$ cat src/rtl/core_pkg.sv
// Shared core definitions: hazard sequencer state encoding, NOP and the opcodes
// the decoder and the hazard block must agree on.
package core_pkg;

    typedef enum logic [1:0] {
        ST_RUN      = 2'd0,
        ST_MEM_WAIT = 2'd1,
        ST_KILL     = 2'd2
    } hz_state_e;

    // addi x0, x0, 0
    localparam logic [31:0] NOP_INSN = 32'h0000_0013;

    localparam logic [6:0] OPC_LOAD   = 7'b0000011;
    localparam logic [6:0] OPC_STORE  = 7'b0100011;
    localparam logic [6:0] OPC_BRANCH = 7'b1100011;
    localparam logic [6:0] OPC_JAL    = 7'b1101111;
    localparam logic [6:0] OPC_JALR   = 7'b1100111;

    localparam int unsigned REG_W = 5;

endpackage

$ cat src/rtl/pipeline_hazard_ctrl_hazard_detect.sv
// Load-use hazard compare: a LOAD in EX whose non-x0 destination is read by ID.
module hazard_detect
    import core_pkg::*;
(
    input  logic [REG_W-1:0] id_rs1_i,
    input  logic [REG_W-1:0] id_rs2_i,
    input  logic             id_use_rs1_i,
    input  logic             id_use_rs2_i,
    input  logic [REG_W-1:0] ex_rd_i,
    input  logic             ex_mem_to_reg_i,
    output logic             load_use_c
);

    logic rs1_hit;
    logic rs2_hit;

    assign rs1_hit    = id_use_rs1_i && (id_rs1_i == ex_rd_i);
    assign rs2_hit    = id_use_rs2_i && (id_rs2_i == ex_rd_i);
    assign load_use_c = ex_mem_to_reg_i && (ex_rd_i != '0) && (rs1_hit || rs2_hit);

endmodule

$ cat src/rtl/pipeline_hazard_ctrl.sv
// Stall/flush sequencer for the 5-stage core: MEM handshake stalls, branch kill
// window, load-use bubbles, sticky memory timeout and a stall-cycle counter.
module pipeline_hazard_ctrl
    import core_pkg::*;
#(
    parameter int unsigned BRANCH_PENALTY = 2,
    parameter int unsigned MEM_TIMEOUT    = 255,
    parameter int unsigned CNT_W          = 32
) (
    input  logic             clk,
    input  logic             rst_n,
    input  logic [4:0]       id_rs1,
    input  logic [4:0]       id_rs2,
    input  logic             id_use_rs1,
    input  logic             id_use_rs2,
    input  logic [4:0]       ex_rd,
    input  logic             ex_mem_to_reg,
    input  logic             ex_redirect,
    input  logic             mem_access,
    input  logic             dmem_ack,
    output logic             dmem_req,
    output logic             stall_if,
    output logic             stall_id,
    output logic             stall_ex,
    output logic             bubble_ex,
    output logic             kill_if,
    output logic             pc_redirect,
    output logic             mem_err,
    output logic [CNT_W-1:0] stall_cnt
);

    localparam int unsigned PEN_W  = 2;
    localparam int unsigned WAIT_W = $clog2(MEM_TIMEOUT + 1);

    hz_state_e         state_q, state_d;
    logic [PEN_W-1:0]  pen_cnt_q, pen_cnt_d;
    logic [WAIT_W-1:0] wait_cnt_q, wait_cnt_d;
    logic              pend_redir_q, pend_redir_d;
    logic              mem_err_q, mem_err_d;
    logic [CNT_W-1:0]  stall_cnt_q, stall_cnt_d;

    logic load_use_c;
    logic timeout_c;
    logic mem_active_c;
    logic mem_stall_c;
    logic redirect_c;

    hazard_detect u_hazard_detect (
        .id_rs1_i        (id_rs1),
        .id_rs2_i        (id_rs2),
        .id_use_rs1_i    (id_use_rs1),
        .id_use_rs2_i    (id_use_rs2),
        .ex_rd_i         (ex_rd),
        .ex_mem_to_reg_i (ex_mem_to_reg),
        .load_use_c      (load_use_c)
    );

    // Next state and outputs; rst_n gates outputs so an abandoned access drops at once.
    always_comb begin
        state_d      = state_q;
        pen_cnt_d    = pen_cnt_q;
        wait_cnt_d   = '0;
        pend_redir_d = 1'b0;
        mem_err_d    = mem_err_q;
        dmem_req     = 1'b0;
        stall_if     = 1'b0;
        stall_id     = 1'b0;
        stall_ex     = 1'b0;
        bubble_ex    = 1'b0;
        kill_if      = 1'b0;
        pc_redirect  = 1'b0;

        timeout_c    = (state_q == ST_MEM_WAIT) && (wait_cnt_q == WAIT_W'(MEM_TIMEOUT));
        mem_active_c = (state_q == ST_MEM_WAIT) ? !timeout_c : mem_access;
        mem_stall_c  = mem_active_c && !dmem_ack;
        redirect_c   = !mem_stall_c && (ex_redirect || pend_redir_q);

        if (rst_n) begin
            dmem_req  = mem_active_c;
            mem_err_d = mem_err_q | timeout_c;
            if (mem_stall_c) begin
                stall_if     = 1'b1;
                stall_id     = 1'b1;
                stall_ex     = 1'b1;
                pend_redir_d = pend_redir_q | ex_redirect;
                if (state_q == ST_MEM_WAIT) begin
                    wait_cnt_d = wait_cnt_q + WAIT_W'(1);
                end
                state_d = ST_MEM_WAIT;
            end else begin
                // A redirect kills the ID instruction, so it outranks load-use.
                if (redirect_c) begin
                    pc_redirect = 1'b1;
                    kill_if     = 1'b1;
                    bubble_ex   = 1'b1;
                    pen_cnt_d   = PEN_W'(BRANCH_PENALTY - 1);
                end else if (pen_cnt_q != '0) begin
                    kill_if   = 1'b1;
                    pen_cnt_d = pen_cnt_q - PEN_W'(1);
                end else if (load_use_c) begin
                    stall_if  = 1'b1;
                    stall_id  = 1'b1;
                    bubble_ex = 1'b1;
                end
                state_d = (pen_cnt_d != '0) ? ST_KILL : ST_RUN;
            end
        end

        stall_cnt_d = (stall_if && !(&stall_cnt_q)) ? stall_cnt_q + CNT_W'(1) : stall_cnt_q;
    end

    always_ff @(posedge clk or negedge rst_n) begin
        if (!rst_n) begin
            state_q      <= ST_RUN;
            pen_cnt_q    <= '0;
            wait_cnt_q   <= '0;
            pend_redir_q <= 1'b0;
            mem_err_q    <= 1'b0;
            stall_cnt_q  <= '0;
        end else begin
            state_q      <= state_d;
            pen_cnt_q    <= pen_cnt_d;
            wait_cnt_q   <= wait_cnt_d;
            pend_redir_q <= pend_redir_d;
            mem_err_q    <= mem_err_d;
            stall_cnt_q  <= stall_cnt_d;
        end
    end

    assign mem_err   = mem_err_q;
    assign stall_cnt = stall_cnt_q;

endmodule
$ cat config.mk
export PLATFORM = sky130hd
export DESIGN_NAME = pipeline_hazard_ctrl
export DESIGN_NICKNAME = d
export VERILOG_FILES = /design/src/rtl/core_pkg.sv /design/src/rtl/pipeline_hazard_ctrl_hazard_detect.sv /design/src/rtl/pipeline_hazard_ctrl.sv
export SDC_FILE = /design/constraint.sdc
export NUM_CORES = 1
export LEC_CHECK = 0
export ABC_AREA = 1
export ABC_CLOCK_PERIOD_IN_PS = 2080
export BUFFER_PORTS_ARGS = -buffer_cell sky130_fd_sc_hd__buf_2
export CAP_MARGIN = 0
export CORE_UTILIZATION = 50
export CTS_BUF_LIST = sky130_fd_sc_hd__clkbuf_2 sky130_fd_sc_hd__clkbuf_4 sky130_fd_sc_hd__clkbuf_8
export CTS_CLUSTER_DIAMETER = 80
export DETAILED_ROUTE_END_ITERATION = 12
export GPL_TIMING_DRIVEN = 1
export PLACE_DENSITY = 0.74
export SETUP_SLACK_MARGIN = 0.15
export SYNTH_ARGS = -nofsm -noshare
export SYNTH_HDL_FRONTEND = slang
export SYNTH_SLANG_ARGS = --single-unit
$ cat constraint.sdc
create_clock -name clk -period 2.08 [get_ports clk]
set_input_delay 0.312 -clock clk [delete_from_list [all_inputs] [get_ports clk]]
set_output_delay 0.312 -clock clk [all_outputs]
set_load 0.01 [all_outputs]
==> flow_summary_export.csv <==
group,metric,value,unit
hold_path,min_path_type,"input port to asynchronous set/reset pin",
routing,num_vias,3403,
grt,grt-ovfl-total,0,
clocking,clk_latency,0.32,ns
setup_path,crit_required,1.77,ns
setup_path,reg2reg_slack,0.18,ns
floorplan,io_pins,63,
synth,yosysTopAreaCellShare,0.373,
synth,yosysWarnings,0,
timing,fin_crit_sh,0.945,
floorplan,die_h,80.5,microns
pwr,power.leakage,2.22,nW
placement,port_buffers,62,
setup_path,critPathLaunchType,"register",
synth,yosys.area_share.simple,0.461,
synth,synth_area,3080,sq um
routing,viasPerCell,5.29,
setup_path,cp-end-kind,"output pin",
setup_path,cp_max_fo,4,
setup_path,r2r_start,"wait_cnt_q[0]$_DFF_PN0_",
floorplan,core-area,5920,sq um
synth,synth_seq_area_share,0.373,
routing,drc,0,
synth,netlist_top_cells_area,"dfrtp_1 (37%), nand2_1 (23%), nor2_1 (7.8%)",
setup_path,critPathKind,"register to output pin",
run,cap_violations,0,
clocking,clkSlewWorstSetupHoldPaths,0.10,ns
setup_path,crit-reg2reg-capture,"stall_cnt[26]$_DFFE_PN0P_",
layout,layout-drive-gt1-share,0.298,
grt,grt_use_met1,0.366,
synth,synthArstFlopShare,1.00,
synth,syn_area_per_cell,6.60,sq um
clocking,cts_sinks,46,
routing,drtPass1Iterations,5,
synth,synth_area_leader_cell,"dfrtp_1",
routing,routedWlPerCell,14.7,microns
timing,worst_pin_slew,0.410,ns
floorplan,die_w,80.5,microns
pwr,vdd_drop_max,0.000357,V
synth,synthAdderAreaFrac,0.00812,
setup_path,cp_slowest_cell,"dfrtp_1",
floorplan,num_rows,28,
synth,synth_xor_area_frac,0.0682,
synth,synth.most_common_cell,"nand2_1",
floorplan,start_util,0.521,
clocking,h-tree-depth,2,
synth,ys.flop_type,"dfrtp_1",
timing,rsz0062_at_grt,"true",
setup_path,path_cells,"ha_2 > and3_4 > nand3_4 > nand4_1 > nand2_2 > buf_6",
grt,grt_pass1_vias,2771,
setup_path,critical-path-max-stage-delay,0.40,ns
timing,fin_crit,1.97,ns
synth,synth-compound-area-share,0.00933,
synth,synthesis.nets,492,
status,outcome,"completed",
floorplan,die_area,6480,sq um
clocking,cts_inserted_buffers,5,
timing,setup_total_negative_slack,0,ns
routing,antenna_left,0,
grt,track_usage,0.267,
pwr,p_per_area,483,nW/um^2
timing,slew_viol_final,0,
grt,grt_use_met2,0.424,
timing,slew_headroom,0.725,
layout,fin_util,0.711,
setup_path,arrival,1.65,ns
setup_path,reg2reg_depth,9,
timing,setup_viol,0,
timing,max_freq,509,MHz
synth,synth-edff-count,0,
layout,syn_to_final_growth,36.6,%
synth,synth_commonest_cells,"nand2_1 (190), nor2_1 (64), dfrtp_1 (46)",
grt,grt_max_degree,33,
synth,synth_cell_type_count,28,
synth,synthMuxAreaShare,0,
grt,met3_usage,0.0466,
timing,skew,0.00844,ns
synth,synth_top_family_by_area,"simple AND/OR/NAND/NOR gates",
clocking,cts_max_path_buffers,2,
grt,antenna_found_initial,1,
routing,drt_iter0_drc,305,
routing,drt-total-wl,9.47,mm
grt,grt_pass1_wl,13.3,mm
clocking,cts_tree,"done",
synth,synth-seq-cells,46,
placement,dp_hpwl,6.00,mm
placement,gp_congestion,0.957,
synth,syn-instance-count,467,
clocking,root_buffer,"clkbuf_8",
grt,busiest_layer,"met2",
layout,nets,591,
timing,hold_violations,0,
==> power by group <==
group          switching (mW)  internal, mW  total (mW)
clock                   0.348         0.237       0.585
sequential             0.0680         0.936        1.00
combinational           0.246         0.199       0.446
total                   0.663          1.37        2.04
==> flip-flops by register name, summed over array words and instances (netlist names) <==
register	cells
state_q	2
pend_redir_q	1
mem_err	1
pen_cnt_q	2
wait_cnt_q	8
stall_cnt	32
==> timing repair <==
item                                   CTS  global route
endpoints found under the hold margin    2             0
buffers inserted                         4            20
pin swaps                                3            25
gates resized for setup                  9            61
hold buffers                             1             0
cloned                                   0             5
setup endpoints to repair               16            38
==> layout by cell type, fill, tap and decap left out, types with 8 or more instances in the layout <==
cell type and count:
nand2_1 187, buf_2 60, nor2_1 59, inv_1 44, dfrtp_1 43, nand3_2 29
buf_4 29, xor2_1 18, nand3_1 14, nor3_1 8
==> layer usage <==
metal | vias up | routed length (microns)
met5 | - | 0
met3 | 30 | 730
li1 | 1659 | -
met1 | 1554 | 4170
met2 | 160 | 4360
met4 | 0 | 207
==> metrics by stage <==
step / setup slack, ns / area [sq um] / std cells / hold slack [ns] / power [mW]
detailed placement: 0.149 / 3500 / 604 / 0.139 / 1.32
finish: 0.114 / 4210 / 643 / 0.0878 / 2.04
global route: 0.0444 / 4210 / 643 / 0.0976 / 2.12
CTS: 0.151 / 3670 / 617 / 0.0693 / 1.90
floorplan: 0.180 / 3090 / 467 / 0.0164 / 1.19
global placement: 0.157 / 3500 / 604 / 0.136 / 1.32
==> area by class of cell <==
cell class | count | area [sq um]
Clock inverter | 3 | 21.3
Clock buffer | 5 | 68.8
Inverter | 46 | 173
Multi-Input combinational cell | 366 | 1970
Sequential cell | 46 | 1150
Tap cell | 75 | 93.8
Fill cell | 459 | 1710
Antenna cell | 1 | 2.50
Timing Repair Buffer | 101 | 723
==> kinds of logic after synthesis <==
family | after synthesis
XOR/XNOR | 24
AND/OR/NAND/NOR | 333
AO/OA/AOI/OAI | 5
buffers and inverters | 57
flip-flops | 46
adder cells (fa/ha/maj) | 2
==> worst max-delay path by stage <==
stage	endpoint	cells after the start	start	slack [ns]
final	stall_if	6	wait_cnt_q[0]$_DFF_PN0_	0.11
after global routing	stall_if	6	wait_cnt_q[0]$_DFF_PN0_	0.04
after CTS	stall_if	6	wait_cnt_q[1]$_DFF_PN0_	0.15
after detailed placement	stall_cnt[13]$_DFFE_PN0P_	8	wait_cnt_q[0]$_DFF_PN0_	0.15
after global placement	stall_cnt[2]$_DFFE_PN0P_	8	wait_cnt_q[0]$_DFF_PN0_	0.16
after floorplan	stall_if	7	wait_cnt_q[0]$_DFF_PN0_	0.18
==> critical path: cells and delay by family (launching register included) <==
kind	cells	cell delay, ns
adders and majority gates	1	0.19
buffers and inverters	1	0.12
DFF	1	0.40
and+or+nand+nor	4	0.62
(Power assumes the default switching activity.)
